`config.mk`:
```
export PLATFORM = sky130hd
export DESIGN_NAME = seq_detector_param
export DESIGN_NICKNAME = d
export VERILOG_FILES = /design/src/rtl/seq_detector_param_pkg.sv /design/src/rtl/seq_detector_param_sat_counter.sv /design/src/rtl/seq_detector_param.sv
export SDC_FILE = /design/constraint.sdc
export NUM_CORES = 1
export LEC_CHECK = 0
export BUFFER_PORTS_ARGS = -buffer_cell sky130_fd_sc_hd__buf_2
export CAP_MARGIN = 20
export CORE_MARGIN = 2
export CORE_UTILIZATION = 48
export DETAILED_ROUTE_END_ITERATION = 10
export PLACE_DENSITY = 0.69
export SETUP_SLACK_MARGIN = 0.1
export SYNTH_ARGS = -nofsm -noshare
export SYNTH_HDL_FRONTEND = slang
export SYNTH_SLANG_ARGS = --single-unit
```
`constraint.sdc`:
```
create_clock -name clock -period 2.9 [get_ports clock]
set_input_delay 0.58 -clock clock [delete_from_list [all_inputs] [get_ports clock]]
set_output_delay 0.58 -clock clock [all_outputs]
set_load 0.03 [all_outputs]
```
`src/rtl/seq_detector_param_pkg.sv`:
```
// ---------------------------------------------------------------------------
// seq_det_pkg : shared defaults and helpers for the seq_detector_param block
// Revision 1.0
// ---------------------------------------------------------------------------
`default_nettype none

package seq_det_pkg;

  localparam int MAX_LEN_DEF = 8;
  localparam int COUNT_W_DEF = 8;

  function automatic int clamp_len(input int len, input int max_len);
    return (len > max_len) ? max_len : len;
  endfunction

  // Low-order mask with 'len' ones; selects the active part of the pattern.
  function automatic logic [MAX_LEN_DEF-1:0] mask_bits(input int len);
    logic [MAX_LEN_DEF-1:0] m;
    for (int i = 0; i < MAX_LEN_DEF; i++) begin
      m[i] = (i < len);
    end
    return m;
  endfunction

endpackage

`default_nettype wire

```
`src/rtl/seq_detector_param_sat_counter.sv`:
```
// ---------------------------------------------------------------------------
// sat_counter : W-bit up counter with synchronous clear, holds at all-ones
// Revision 1.0
// ---------------------------------------------------------------------------
`default_nettype none

module sat_counter #(
  parameter int W = 8
) (
  input  logic         clock,
  input  logic         reset_n,
  input  logic         clear,
  input  logic         inc,
  output logic [W-1:0] cnt
);

  always_ff @(posedge clock or negedge reset_n) begin
    if (!reset_n) begin
      cnt <= '0;
    end else if (clear) begin
      cnt <= '0;
    end else if (inc && (cnt != '1)) begin
      cnt <= cnt + W'(1);
    end
  end

endmodule

`default_nettype wire

```
`src/rtl/seq_detector_param.sv`:
```
// ---------------------------------------------------------------------------
// seq_detector_param : runtime-programmable serial pattern detector
// Revision 1.0
// ---------------------------------------------------------------------------
`default_nettype none

module seq_detector_param
  import seq_det_pkg::*;
#(
  parameter int MAX_LEN = MAX_LEN_DEF,
  parameter int COUNT_W = COUNT_W_DEF,
  parameter int LEN_W   = $clog2(MAX_LEN + 1)
) (
  input  logic               clock,
  input  logic               reset_n,
  input  logic               cfg_load,
  input  logic [MAX_LEN-1:0] cfg_pattern,
  input  logic [LEN_W-1:0]   cfg_len,
  input  logic               cfg_overlap,
  input  logic               in_valid,
  input  logic               in,
  output logic               out,
  output logic [COUNT_W-1:0] match_count
);

  logic [MAX_LEN-1:0] pattern_q;
  logic [LEN_W-1:0]   len_q;
  logic               overlap_q;
  logic [MAX_LEN-1:0] hist;
  logic [LEN_W-1:0]   fill;

  logic [MAX_LEN-1:0] hist_nxt;
  logic [MAX_LEN-1:0] mask;
  logic [LEN_W:0]     fill_inc;
  logic [LEN_W-1:0]   len_clamped;
  logic               hit;

  assign len_clamped = LEN_W'(clamp_len(int'(cfg_len), MAX_LEN));
  assign hist_nxt    = {hist[MAX_LEN-2:0], in};
  assign fill_inc    = {1'b0, fill} + (LEN_W + 1)'(1);

  // The package helper is sized for the default length; other sizes build the mask locally.
  if (MAX_LEN == MAX_LEN_DEF) begin : g_mask_pkg
    assign mask = mask_bits(int'(len_q));
  end else begin : g_mask_loop
    always_comb begin
      mask = '0;
      for (int i = 0; i < MAX_LEN; i++) begin
        mask[i] = (i < int'(len_q));
      end
    end
  end

  assign hit = in_valid && !cfg_load && (len_q != '0)
             && (fill_inc >= {1'b0, len_q})
             && ((hist_nxt & mask) == (pattern_q & mask));

  always_ff @(posedge clock or negedge reset_n) begin
    if (!reset_n) begin
      pattern_q <= '0;
      len_q     <= '0;
      overlap_q <= 1'b0;
      hist      <= '0;
      fill      <= '0;
      out       <= 1'b0;
    end else if (cfg_load) begin
      pattern_q <= cfg_pattern;
      len_q     <= len_clamped;
      overlap_q <= cfg_overlap;
      hist      <= '0;
      fill      <= '0;
      out       <= 1'b0;
    end else begin
      out <= hit;
      if (in_valid) begin
        hist <= hist_nxt;
        // Non-overlapping mode restarts the fill so the next match needs fresh bits.
        if (hit && !overlap_q) begin
          fill <= '0;
        end else if (fill != LEN_W'(MAX_LEN)) begin
          fill <= fill + LEN_W'(1);
        end
      end
    end
  end

  sat_counter #(
    .W (COUNT_W)
  ) u_match_cnt (
    .clock   (clock),
    .reset_n (reset_n),
    .clear   (cfg_load),
    .inc     (hit),
    .cnt     (match_count)
  );

endmodule

`default_nettype wire

```
==> impl_results.md <==
- Total DRC errors in the routed layout: 0
- Run status: finished clean
- Worst slew slack as a fraction of its limit: 51.0%
- Number of buffers added on ports: 26
- Fraction of layout instances using a drive strength above 1: 25.6%
- Clk pin slew, worst setup/hold paths: 0.10 ns
- Crit path top cell by count: sky130_fd_sc_hd__ha_1
- Initial DRT Pass Iterations: 4
- Inserted Clock Buffers: 5
- Total number of placement rows: 21
- Combined area of all synthesized cells: 0.00175 mm²
- Number of vias in the routed layout: 1356
- Remaining antenna violation count after routing: 0
- Hold Worst Slack: 0.297 ns
- Layout Cells excl Fill: 245
- Total Wirelength: 3550 µm
- Number of library cell types mapped by synthesis: 38
- Post-layout net count: 223
- Maximum clock frequency: 391 MHz
- Final Setup Violations: 0
- Leak Pwr: 0.968 nW
- Max-slew violation count: 0
- Sort of element at the end of the critical path: flip-flop
- Count of H-tree levels built during CTS: 2
- Most used cells in the layout excluding fill and tap cells: 33 x sky130_fd_sc_hd__dfrtp_1, 26 x sky130_fd_sc_hd__buf_2, 14 x sky130_fd_sc_hd__nand2_1, 13 x sky130_fd_sc_hd__nor2_1, 12 x sky130_fd_sc_hd__mux2_2
- Number of hold-slack violations in the final timing report: 0
- Worst EP arrival: 2.78 ns
- Cell area power density: 443 mW/mm²
- Iteration-0 DRC Markers: 121
- End of the worst register-to-register path: u_match_cnt.cnt[5]$_DFFE_PN0P_
- Critical path class: flip-flop to flip-flop
- Antenna cell count: 0
- Worst VDD drop: 0.270 mV
- Area after DPL: 0.00194 mm²
- Placed instance count: 237
- Req. time, crit path: 3.13 ns
- Maximum fanout encountered on the critical timing path: 10
- Chain of cells forming the critical path: inv_1 > ha_1 > ha_1 > a211oi_1 > o21ai_1 > nand3_2 > nor4_1 > mux2_2
- Num ports: 27
- Number of standard cells after synthesis: 168
- Minimum clock period after layout: 2.56 ns
- EDFF count, synth: 0
- Highest-delay cell along the critical path: sky130_fd_sc_hd__dfrtp_1
- Flop2flop setup slack: 0.34 ns
- Placeable core area: 0.00342 mm²
- Setup repair after global routing missed its margin: no
- Setup TNS after final layout: 0 ns
- Startpoint kind of the worst setup timing path: flip-flop
- Die area: 0.00415 mm²
- Later-pin clock latency in the skew report: 0.33 ns
- Largest net degree at the start of global routing: 39
- Average routed wire per standard cell: 14.5 µm
- Final Wtd Congestion: 0.793
- Overall Global Routing Usage: 20.5%
- Antenna violations before repair: 0
- Final HPWL from detailed placement: 2570 µm
- Final cell utilization of the core: 58.3%
- Most common cell after layout, fill and taps aside: sky130_fd_sc_hd__dfrtp_1
- Share of the cycle needed by the critical path after routing: 88.1%
- Via count of the first global-routing pass: 1368
- Post-layout instance area: 0.00199 mm²
- Remaining global-route overflow: 0
- Wire length of the first global-routing pass: 6510 µm
- Number of buffers on the longest clock path: 2
- Portion of the post-synthesis area used by sequential elements: 47.1%
- Mapped Avg Cell Area: 10.4 µm²
- Root Driver: sky130_fd_sc_hd__clkbuf_4
- Yosys warning total: 0
- Reg2Reg Depth: 8
- Main synth FF type: sky130_fd_sc_hd__dfrtp_1
- Max cap viols: 0
- Worst clock skew: 0.00829 ns
- Net count of the mapped netlist: 193
- Effective utilization at floorplan: 51.3%
- Post-synthesis register bit count: 33
- Chip height: 64.4 µm
- Fraction of registers with async set/reset: 100%
- Worst reg2reg startpoint: fill[0]$_DFFE_PN0P_
- Clock tree from TritonCTS: yes
- CTS sink count: 33
- Horizontal extent of the die: 64.4 µm
- Synthesis-to-layout area growth: 13.6%
- Maximum single-stage delay on the critical path: 0.48 ns
- Actual transition at the worst max-transition pin: 0.735 ns
- Number of vias per cell: 5.53
- Worst hold-check path type: input port to async pin
==> worst max-delay path by stage <==
stage	startpoint	endpoint	slack, ns	depth (start not counted)
2_1_floorplan	in	u_match_cnt.cnt[5]$_DFFE_PN0P_	0.57	6
3_3_place_gp	in	u_match_cnt.cnt[5]$_DFFE_PN0P_	0.31	7
3_5_place_dp	fill[0]$_DFFE_PN0P_	u_match_cnt.cnt[4]$_DFFE_PN0P_	0.24	9
4_1_cts	fill[0]$_DFFE_PN0P_	u_match_cnt.cnt[5]$_DFFE_PN0P_	0.23	8
5_1_grt	fill[0]$_DFFE_PN0P_	u_match_cnt.cnt[4]$_DFFE_PN0P_	0.11	9
6_report	fill[0]$_DFFE_PN0P_	u_match_cnt.cnt[5]$_DFFE_PN0P_	0.34	8
==> critical path, delay by kind of cell (launching register included) <==
kind            cells  cell delay [ns]
buf+inv             1             0.12
simple gates        2             0.57
mux                 1             0.36
flops               1             0.48
fa+ha+maj           2             0.64
compound gates      2             0.28
==> final cells by class <==
| class | count | area (µm²) |
|---|---|---|
| well taps | 46 | 57.6 |
| repair buffers | 29 | 153 |
| fillers | 311 | 1430 |
| flip-flops and latches | 33 | 826 |
| inverters | 9 | 33.8 |
| clock inverters | 2 | 10.0 |
| multi-input cells | 120 | 870 |
| clock buffers | 6 | 41.3 |
==> what timing repair did <==
| action | CTS | global route |
|---|---|---|
| resized for setup | 0 | 1 |
| endpoints found under the setup margin | 0 | 2 |
| buffers inserted | 0 | 0 |
| hold buffers | 0 | 0 |
==> routing by layer <==
layer / track usage [%] / part of all wire [%]
met4: 6.38 / 1.3
met2: 31.5 / 46
met5: 0 / 0
met1: 28.1 / 48
met3: 6.25 / 4.5
==> cell families (layout without fill, tap and decap cells) <==
| kind of cell | Yosys count | after routing | share of synthesized area (%) |
|---|---|---|---|
| AO/OA/AOI/OAI | 32 | 32 | 13.1 |
| XOR/XNOR | 10 | 10 | 5.00 |
| adder cells (fa/ha/maj) | 7 | 7 | 5.00 |
| buffers and inverters | 15 | 46 | 3.28 |
| flip-flops | 33 | 33 | 47.1 |
| multiplexers | 20 | 20 | 12.3 |
| AND/OR/NAND/NOR | 51 | 51 | 14.2 |
==> through the flow <==
| stage | power (mW) | setup WS [ns] |
|---|---|---|
| floorplan | 0.595 | 0.567 |
| global placement | 0.637 | 0.313 |
| detailed placement | 0.646 | 0.242 |
| CTS | 0.894 | 0.229 |
| global route | 0.943 | 0.115 |
| finish | 0.882 | 0.344 |
==> where the power goes <==
part	internal (mW)	switching, mW	leakage, nW
Combinational	0.0588	0.0716	0.502
Sequential	0.483	0.0234	0.433
Clock	0.0923	0.153	0.0320
Total	0.634	0.248	0.968
==> cell usage after synthesis, types with 3 or more instances <==
cell	number	area share (%)
sky130_fd_sc_hd__nor2b_1	4	1.4
sky130_fd_sc_hd__inv_1	8	1.7
sky130_fd_sc_hd__ha_1	7	5.0
sky130_fd_sc_hd__xor2_1	5	2.5
sky130_fd_sc_hd__clkbuf_1	3	0.64
sky130_fd_sc_hd__nand2_1	14	3.0
sky130_fd_sc_hd__nor3_1	4	1.1
sky130_fd_sc_hd__o21ai_0	9	2.6
sky130_fd_sc_hd__a21oi_1	7	2.0
sky130_fd_sc_hd__dfrtp_1	33	47
sky130_fd_sc_hd__mux2_2	12	7.7
sky130_fd_sc_hd__xnor2_1	5	2.5
sky130_fd_sc_hd__nor2_1	13	2.8
sky130_fd_sc_hd__nand3_1	5	1.4
sky130_fd_sc_hd__mux2i_1	8	4.6
==> registers in the layout, summed over array words and instances, names as in the netlist <==
| name | count |
|---|---|
| hist | 7 |
| fill | 4 |
| overlap_q | 1 |
| len_q | 4 |
| u_match_cnt.cnt | 8 |
| pattern_q | 8 |
| out | 1 |
Power figures use the tool's default switching activity.
